==> src/rtl/aes_pkg.sv <==
// Shared AES definitions: the S-box table, word/round-key types, the
// expander state encoding and the GF(2^8) helper functions.
package aes_pkg;

    localparam int NUM_ROUNDS_AES128 = 10;

    typedef logic [31:0]  word_t;
    typedef logic [127:0] round_key_t;

    typedef enum logic [1:0] {
        IDLE   = 2'd0,
        EXPAND = 2'd1,
        DONE   = 2'd2
    } expander_sm_t;

    localparam logic [7:0] SBOX [256] = '{
        8'h63, 8'h7c, 8'h77, 8'h7b, 8'hf2, 8'h6b, 8'h6f, 8'hc5, 8'h30, 8'h01, 8'h67, 8'h2b, 8'hfe, 8'hd7, 8'hab, 8'h76,
        8'hca, 8'h82, 8'hc9, 8'h7d, 8'hfa, 8'h59, 8'h47, 8'hf0, 8'had, 8'hd4, 8'ha2, 8'haf, 8'h9c, 8'ha4, 8'h72, 8'hc0,
        8'hb7, 8'hfd, 8'h93, 8'h26, 8'h36, 8'h3f, 8'hf7, 8'hcc, 8'h34, 8'ha5, 8'he5, 8'hf1, 8'h71, 8'hd8, 8'h31, 8'h15,
        8'h04, 8'hc7, 8'h23, 8'hc3, 8'h18, 8'h96, 8'h05, 8'h9a, 8'h07, 8'h12, 8'h80, 8'he2, 8'heb, 8'h27, 8'hb2, 8'h75,
        8'h09, 8'h83, 8'h2c, 8'h1a, 8'h1b, 8'h6e, 8'h5a, 8'ha0, 8'h52, 8'h3b, 8'hd6, 8'hb3, 8'h29, 8'he3, 8'h2f, 8'h84,
        8'h53, 8'hd1, 8'h00, 8'hed, 8'h20, 8'hfc, 8'hb1, 8'h5b, 8'h6a, 8'hcb, 8'hbe, 8'h39, 8'h4a, 8'h4c, 8'h58, 8'hcf,
        8'hd0, 8'hef, 8'haa, 8'hfb, 8'h43, 8'h4d, 8'h33, 8'h85, 8'h45, 8'hf9, 8'h02, 8'h7f, 8'h50, 8'h3c, 8'h9f, 8'ha8,
        8'h51, 8'ha3, 8'h40, 8'h8f, 8'h92, 8'h9d, 8'h38, 8'hf5, 8'hbc, 8'hb6, 8'hda, 8'h21, 8'h10, 8'hff, 8'hf3, 8'hd2,
        8'hcd, 8'h0c, 8'h13, 8'hec, 8'h5f, 8'h97, 8'h44, 8'h17, 8'hc4, 8'ha7, 8'h7e, 8'h3d, 8'h64, 8'h5d, 8'h19, 8'h73,
        8'h60, 8'h81, 8'h4f, 8'hdc, 8'h22, 8'h2a, 8'h90, 8'h88, 8'h46, 8'hee, 8'hb8, 8'h14, 8'hde, 8'h5e, 8'h0b, 8'hdb,
        8'he0, 8'h32, 8'h3a, 8'h0a, 8'h49, 8'h06, 8'h24, 8'h5c, 8'hc2, 8'hd3, 8'hac, 8'h62, 8'h91, 8'h95, 8'he4, 8'h79,
        8'he7, 8'hc8, 8'h37, 8'h6d, 8'h8d, 8'hd5, 8'h4e, 8'ha9, 8'h6c, 8'h56, 8'hf4, 8'hea, 8'h65, 8'h7a, 8'hae, 8'h08,
        8'hba, 8'h78, 8'h25, 8'h2e, 8'h1c, 8'ha6, 8'hb4, 8'hc6, 8'he8, 8'hdd, 8'h74, 8'h1f, 8'h4b, 8'hbd, 8'h8b, 8'h8a,
        8'h70, 8'h3e, 8'hb5, 8'h66, 8'h48, 8'h03, 8'hf6, 8'h0e, 8'h61, 8'h35, 8'h57, 8'hb9, 8'h86, 8'hc1, 8'h1d, 8'h9e,
        8'he1, 8'hf8, 8'h98, 8'h11, 8'h69, 8'hd9, 8'h8e, 8'h94, 8'h9b, 8'h1e, 8'h87, 8'he9, 8'hce, 8'h55, 8'h28, 8'hdf,
        8'h8c, 8'ha1, 8'h89, 8'h0d, 8'hbf, 8'he6, 8'h42, 8'h68, 8'h41, 8'h99, 8'h2d, 8'h0f, 8'hb0, 8'h54, 8'hbb, 8'h16
    };

    // Multiply by x in GF(2^8) modulo the AES polynomial.
    function automatic logic [7:0] xtime(input logic [7:0] b);
        return {b[6:0], 1'b0} ^ (b[7] ? 8'h1b : 8'h00);
    endfunction

    function automatic word_t sub_word(input word_t w);
        return {SBOX[w[31:24]], SBOX[w[23:16]], SBOX[w[15:8]], SBOX[w[7:0]]};
    endfunction

endpackage

==> src/rtl/dvr_if.sv <==
// Data/valid/ready handshake: a transfer happens on a clock edge where
// both valid and ready are high.
interface dvr_if #(
    parameter int DATA_W = 128
);
    logic [DATA_W-1:0] data;
    logic              valid;
    logic              ready;

    modport master (output data, output valid, input ready);
    modport slave  (input data, input valid, output ready);
endinterface

==> src/rtl/aes_sbox.sv <==
// Combinational AES S-box lookup, one byte in and one byte out; shared with
// the encrypter's SubBytes stage.
module aes_sbox
    import aes_pkg::*;
(
    input  logic [7:0] in_byte,
    output logic [7:0] out_byte
);

    assign out_byte = SBOX[in_byte];

endmodule

==> src/rtl/aes_key_expander.sv <==
// AES-128 key expander: accepts a cipher key over dvr_if and produces one
// round key per clock into an 11-entry register file read by index.
module aes_key_expander
    import aes_pkg::*;
#(
    parameter int NUM_ROUNDS = 10,
    parameter int KEY_WIDTH  = 128
) (
    input  logic                 clk,
    input  logic                 rst,
    dvr_if.slave                 key_in,
    input  logic [3:0]           rd_idx,
    output logic [KEY_WIDTH-1:0] rd_key,
    output logic                 keys_valid,
    output logic                 busy
);

    if (NUM_ROUNDS != NUM_ROUNDS_AES128) begin : g_bad_rounds
        $error("aes_key_expander supports only NUM_ROUNDS = 10");
    end
    if (KEY_WIDTH != 128) begin : g_bad_width
        $error("aes_key_expander supports only KEY_WIDTH = 128");
    end

    expander_sm_t state_q, state_d;
    logic [7:0]   rcon_q, rcon_d;
    logic [3:0]   cnt_q, cnt_d;
    round_key_t   w_q, w_d;
    round_key_t   rk_q [NUM_ROUNDS+1];
    round_key_t   rk_d [NUM_ROUNDS+1];
    logic         keys_valid_q, keys_valid_d;

    word_t      rot_w3;
    word_t      sub_rot;
    word_t      temp;
    word_t      nw0, nw1, nw2, nw3;
    round_key_t next_rk;
    logic       accept;

    // SubWord(RotWord(w3)) via four S-box lookups on the rotated last word.
    assign rot_w3 = {w_q[23:0], w_q[31:24]};

    for (genvar b = 0; b < 4; b++) begin : g_sbox
        aes_sbox u_sbox (
            .in_byte  (rot_w3[8*b +: 8]),
            .out_byte (sub_rot[8*b +: 8])
        );
    end

    assign temp    = sub_rot ^ {rcon_q, 24'h0};
    assign nw0     = w_q[127:96] ^ temp;
    assign nw1     = w_q[95:64]  ^ nw0;
    assign nw2     = w_q[63:32]  ^ nw1;
    assign nw3     = w_q[31:0]   ^ nw2;
    assign next_rk = {nw0, nw1, nw2, nw3};

    assign key_in.ready = (state_q != EXPAND);
    assign accept       = key_in.valid && key_in.ready;
    assign keys_valid   = keys_valid_q;
    assign busy         = (state_q == EXPAND);

    always_comb begin
        state_d      = state_q;
        rcon_d       = rcon_q;
        cnt_d        = cnt_q;
        w_d          = w_q;
        keys_valid_d = keys_valid_q;
        for (int i = 0; i <= NUM_ROUNDS; i++) begin
            rk_d[i] = rk_q[i];
        end

        case (state_q)
            IDLE, DONE: begin
                // Accepting from DONE drops keys_valid at the same edge.
                if (accept) begin
                    rk_d[0]      = key_in.data;
                    w_d          = key_in.data;
                    cnt_d        = 4'd1;
                    rcon_d       = 8'h01;
                    keys_valid_d = 1'b0;
                    state_d      = EXPAND;
                end
            end
            EXPAND: begin
                for (int i = 1; i <= NUM_ROUNDS; i++) begin
                    if (cnt_q == 4'(i)) begin
                        rk_d[i] = next_rk;
                    end
                end
                w_d    = next_rk;
                rcon_d = xtime(rcon_q);
                cnt_d  = cnt_q + 4'd1;
                if (cnt_q == 4'(NUM_ROUNDS)) begin
                    keys_valid_d = 1'b1;
                    state_d      = DONE;
                end
            end
            default: state_d = IDLE;
        endcase
    end

    always_ff @(posedge clk or posedge rst) begin
        if (rst) begin
            state_q      <= IDLE;
            rcon_q       <= 8'h01;
            cnt_q        <= 4'd0;
            w_q          <= '0;
            keys_valid_q <= 1'b0;
            for (int i = 0; i <= NUM_ROUNDS; i++) begin
                rk_q[i] <= '0;
            end
        end else begin
            state_q      <= state_d;
            rcon_q       <= rcon_d;
            cnt_q        <= cnt_d;
            w_q          <= w_d;
            keys_valid_q <= keys_valid_d;
            for (int i = 0; i <= NUM_ROUNDS; i++) begin
                rk_q[i] <= rk_d[i];
            end
        end
    end

    // Indices beyond the last round key read as zero.
    always_comb begin
        rd_key = '0;
        for (int i = 0; i <= NUM_ROUNDS; i++) begin
            if (rd_idx == 4'(i)) begin
                rd_key = rk_q[i];
            end
        end
    end

endmodule

==> src/flat_wrapper.sv <==
// flat-port wrapper written by rule: the top's interface ports become plain ports
module aes_key_expander_flat import aes_pkg::*;
#(
    parameter int NUM_ROUNDS = 10,
    parameter int KEY_WIDTH  = 128
)
  (clk, rst, rd_idx, rd_key, keys_valid, busy, key_in_data, key_in_valid, key_in_ready);
  dvr_if #(.DATA_W(128)) key_in_i ();
  input  logic clk;
  input  logic rst;
  input  logic [3:0] rd_idx;
  output logic [KEY_WIDTH-1:0] rd_key;
  output logic keys_valid;
  output logic busy;
  input wire logic [$bits(key_in_i.data)-1:0] key_in_data;
  input wire logic [$bits(key_in_i.valid)-1:0] key_in_valid;
  output wire logic [$bits(key_in_i.ready)-1:0] key_in_ready;
  assign key_in_i.data = key_in_data;
  assign key_in_i.valid = key_in_valid;
  assign key_in_ready = key_in_i.ready;
  aes_key_expander #(.NUM_ROUNDS(NUM_ROUNDS), .KEY_WIDTH(KEY_WIDTH)) u_core (.clk(clk), .rst(rst), .key_in(key_in_i), .rd_idx(rd_idx), .rd_key(rd_key), .keys_valid(keys_valid), .busy(busy));
endmodule
==> config.mk <==
export PLATFORM = sky130hd
export DESIGN_NAME = aes_key_expander_flat
export DESIGN_NICKNAME = d
export VERILOG_FILES = /design/src/rtl/aes_pkg.sv /design/src/rtl/dvr_if.sv /design/src/rtl/aes_sbox.sv /design/src/rtl/aes_key_expander.sv /design/src/flat_wrapper.sv
export SDC_FILE = /design/constraint.sdc
export NUM_CORES = 2
export LEC_CHECK = 0
export BUFFER_PORTS_ARGS = -buffer_cell sky130_fd_sc_hd__buf_2
export CAP_MARGIN = 20
export CORE_MARGIN = 2
export CORE_UTILIZATION = 40
export CTS_CLUSTER_DIAMETER = 120
export CTS_CLUSTER_SIZE = 30
export DETAILED_ROUTE_END_ITERATION = 10
export MAX_ROUTING_LAYER = met4
export PLACE_DENSITY_LB_ADDON = 0.1
export SLEW_MARGIN = 20
export SYNTH_ARGS = -nofsm -noshare
export SYNTH_HDL_FRONTEND = slang
export SYNTH_HIERARCHICAL = 1
export SYNTH_SLANG_ARGS = --single-unit
export TNS_END_PERCENT = 100
==> constraint.sdc <==
create_clock -name clk -period 171.7 [get_ports clk]
set_clock_uncertainty 0.05 [all_clocks]
set_input_delay 34.34 -clock clk [delete_from_list [all_inputs] [get_ports clk]]
set_output_delay 34.34 -clock clk [all_outputs]
set_load 0.05 [all_outputs]
==> out/summary.txt <==
Final Hold Viols -> 0
Critical path's slowest cell -> nor2b_4
Mean Syn Cell Area -> 8.54 um^2
Max-slew headroom -> 19.8%
RSZ-0062 raised after global routing -> false
Core area -> 207000 um^2
R2R cell count -> 14
First-pass GRT wire length -> 537 mm
Mapped cell area -> 83500 um^2
CP max FO -> 72
Crit path launch type -> primary input
CTS buffer count -> 58
DR vias/cell -> 6.29
Routed wire length -> 375 mm
Slew @ Worst Pin -> 1.19 ns
Post-synth top cells -> nand2_1 (2217), o21ai_0 (1626), dfrtp_1 (1550)
Die outline height -> 461 um
Final critical-path required period -> 73.70 ns
Layout cells sized above 1 -> 9.02%
Max clock buf depth -> 3
Total track usage -> 35.5%
TritonCTS Sinks -> 1551
Clock Latency Late Sink -> 0.78 ns
Worst flop-to-flop path endpoint -> u_core/rk_q[1178]
Worst EP arrival -> 39.31 ns
Achievable Freq -> 13.6 MHz
Mean routed wirelength per cell -> 30.8 um
Cell Rows -> 167
Max_cap viols -> 0
Setup-failing EPs final -> 0
Cells after synthesis -> 9775
Area Overhead vs Synth -> 5.63%
Post-synth EDFFs -> 0
Fill cells -> 21100
CTS tree -> yes
Final period utilization -> 42.9%
Cts repair resizes -> 0
Vias -> 76500
Hold Startpoint -> u_core/rk_q[878]
Synth top area share -> 46.5%
Pre-CTS setup slack -> 98.25 ns
Congestion Overflow GR -> 0
Post-synthesis sequential area ratio -> 46.5%
Cells along the critical path -> buf_8 -> buf_4 -> nor2b_4 -> buf_4 -> buf_4 -> nand2_1 -> a21oi_1 -> o22ai_1 -> nand2_1 -> buf_2
Post-CTS Setup Bufs -> 0
Syn_nets -> 9974
Hold Path Cell Cnt -> 2
Tightest Hold Check Type -> flip-flop to flip-flop
Starting Density -> 40.3%
RD Place Congestion -> 0.953
CP most frequent cell -> buf_4
Clock root buffer -> clkbuf_16
Worst R2R Setup Slack -> 164.49 ns
Cell taking the most area after synthesis -> dfrtp_1
Initial antenna violation count -> 14
Most frequent cell after synthesis -> nand2_1
Pre-Repair DR Iteration Count -> 11
#FFs+latches synth -> 1551
Top Ports -> 266
Die area -> 212000 um^2
Placement Cell Area -> 86500 um^2
CTS H-Tree Depth -> 2
WHS Endpoint -> u_core/rk_q[878]
CP Capture Type -> output pin
Yosys cell types -> 96
Required time of the worst setup path -> 137.31 ns
Port Buffers -> 265
Asr flop ratio synth -> 100%
Vias in the first global route -> 71700
Layout Nets -> 9542
Final Cell Area -> 88200 um^2
Largest net degree at the start of global routing -> 203
Outcome -> finished, final reports clean
Reg2reg start -> u_core/w_q[17]
Crit-path max cell delay -> 0.91 ns
Area contributors post-synth -> dfrtp_1 (46%), nand2_1 (10%), o21ai_0 (9.7%)
Iter 0 DRT Violations -> 10200
Fin worst setup slack -> 98.00 ns
Die Wd -> 461 um
Yosys warns -> 6
Top_reg_cell synth -> dfrtp_1
Pins Over Slew Limit -> 0
Detail Route Antenna Nets -> 0
Setup tns final -> 0 ns
Cts hold-fix bufs -> 0
Clk slew on worst S/H paths -> 0.09 ns
Residual DRC count -> 0
Post-DP HPWL -> 240 mm
Kind of critical path -> primary input to output pin
cell usage in the layout, fill, tap and decap left out, types with 125 or more instances in the layout:
cell type,count
o21ai_0,1626
buf_4,215
o22ai_1,126
nand2_1,2203
nor2_1,301
a21oi_1,591
dfrtp_1,1536
buf_2,262
a22oi_1,125
o211ai_1,147
per-stage QoR:
stage | std cells | hold slack (ns) | utilization [%]
floorplan | 9775 | 0.391 | -
global placement | 12100 | 0.404 | 41.7
detailed placement | 12100 | 0.412 | 41.7
CTS | 12100 | 0.437 | 42.5
global route | 12200 | 0.455 | 42.5
finish | 12200 | 0.437 | 42.5
kinds of logic after synthesis:
kind of cell / after synthesis / share of synthesized area, %
AND/OR/NAND/NOR: 3118 / 15.7
flip-flops: 1551 / 46.5
multiplexers: 138 / 2.14
XOR/XNOR: 157 / 2.00
adder cells (fa/ha/maj): 64 / 0.959
buffers and inverters: 1075 / 5.56
AO/OA/AOI/OAI: 3672 / 27.1
sequential cells by signal, summed over array words and instances (netlist names):
register           cells
u_core/cnt_q           4
u_core/keys_valid      1
u_core/rcon_q          8
u_core/rk_q         1408
u_core/state_q         2
u_core/w_q           128
worst max path at each step:
stage / start / end / slack, ns / depth (start not counted)
global placement: rd_idx[0] / rd_key[98] / 98.29 / 10
finish: rd_idx[0] / rd_key[98] / 98.00 / 10
floorplan: rst / u_core/cnt_q[0] / 93.55 / 1
global route: rd_idx[0] / rd_key[98] / 97.98 / 10
detailed placement: rd_idx[0] / rd_key[98] / 98.25 / 10
CTS: rd_idx[0] / rd_key[98] / 98.25 / 10
area by class of cell:
type | instances | area, um^2 | area share, %
Sequential cell | 1551 | 38800 | 44.1
Tap cell | 2788 | 3490 | 3.96
Antenna cell | 14 | 35.0 | 0.0397
Timing Repair Buffer | 491 | 3190 | 3.61
Clock buffer | 73 | 1540 | 1.75
Multi-Input combinational cell | 7149 | 40600 | 46.1
Clock inverter | 5 | 76.3 | 0.0866
Inverter | 92 | 355 | 0.403
worst max-delay path: cells and delay by family:
kind	cells	cell delay (ns)
buf+inv	5	2.56
simple gates	3	1.78
compound gates	2	0.41
metal layers:
metal / track usage (%) / wire [um] / up-vias / share of wire (%)
li1: - / - / 33700 / -
met1: 50.5 / 166000 / 38400 / 44
met2: 50.5 / 159000 / 3773 / 43
met3: 5.53 / 32000 / 643 / 8.5
met4: 14.1 / 17800 / 0 / 4.7
met5: - / 0 / - / 0
Power is not shown: default switching activity piles up to over one toggle a cycle in this logic, so the estimate is an artifact.
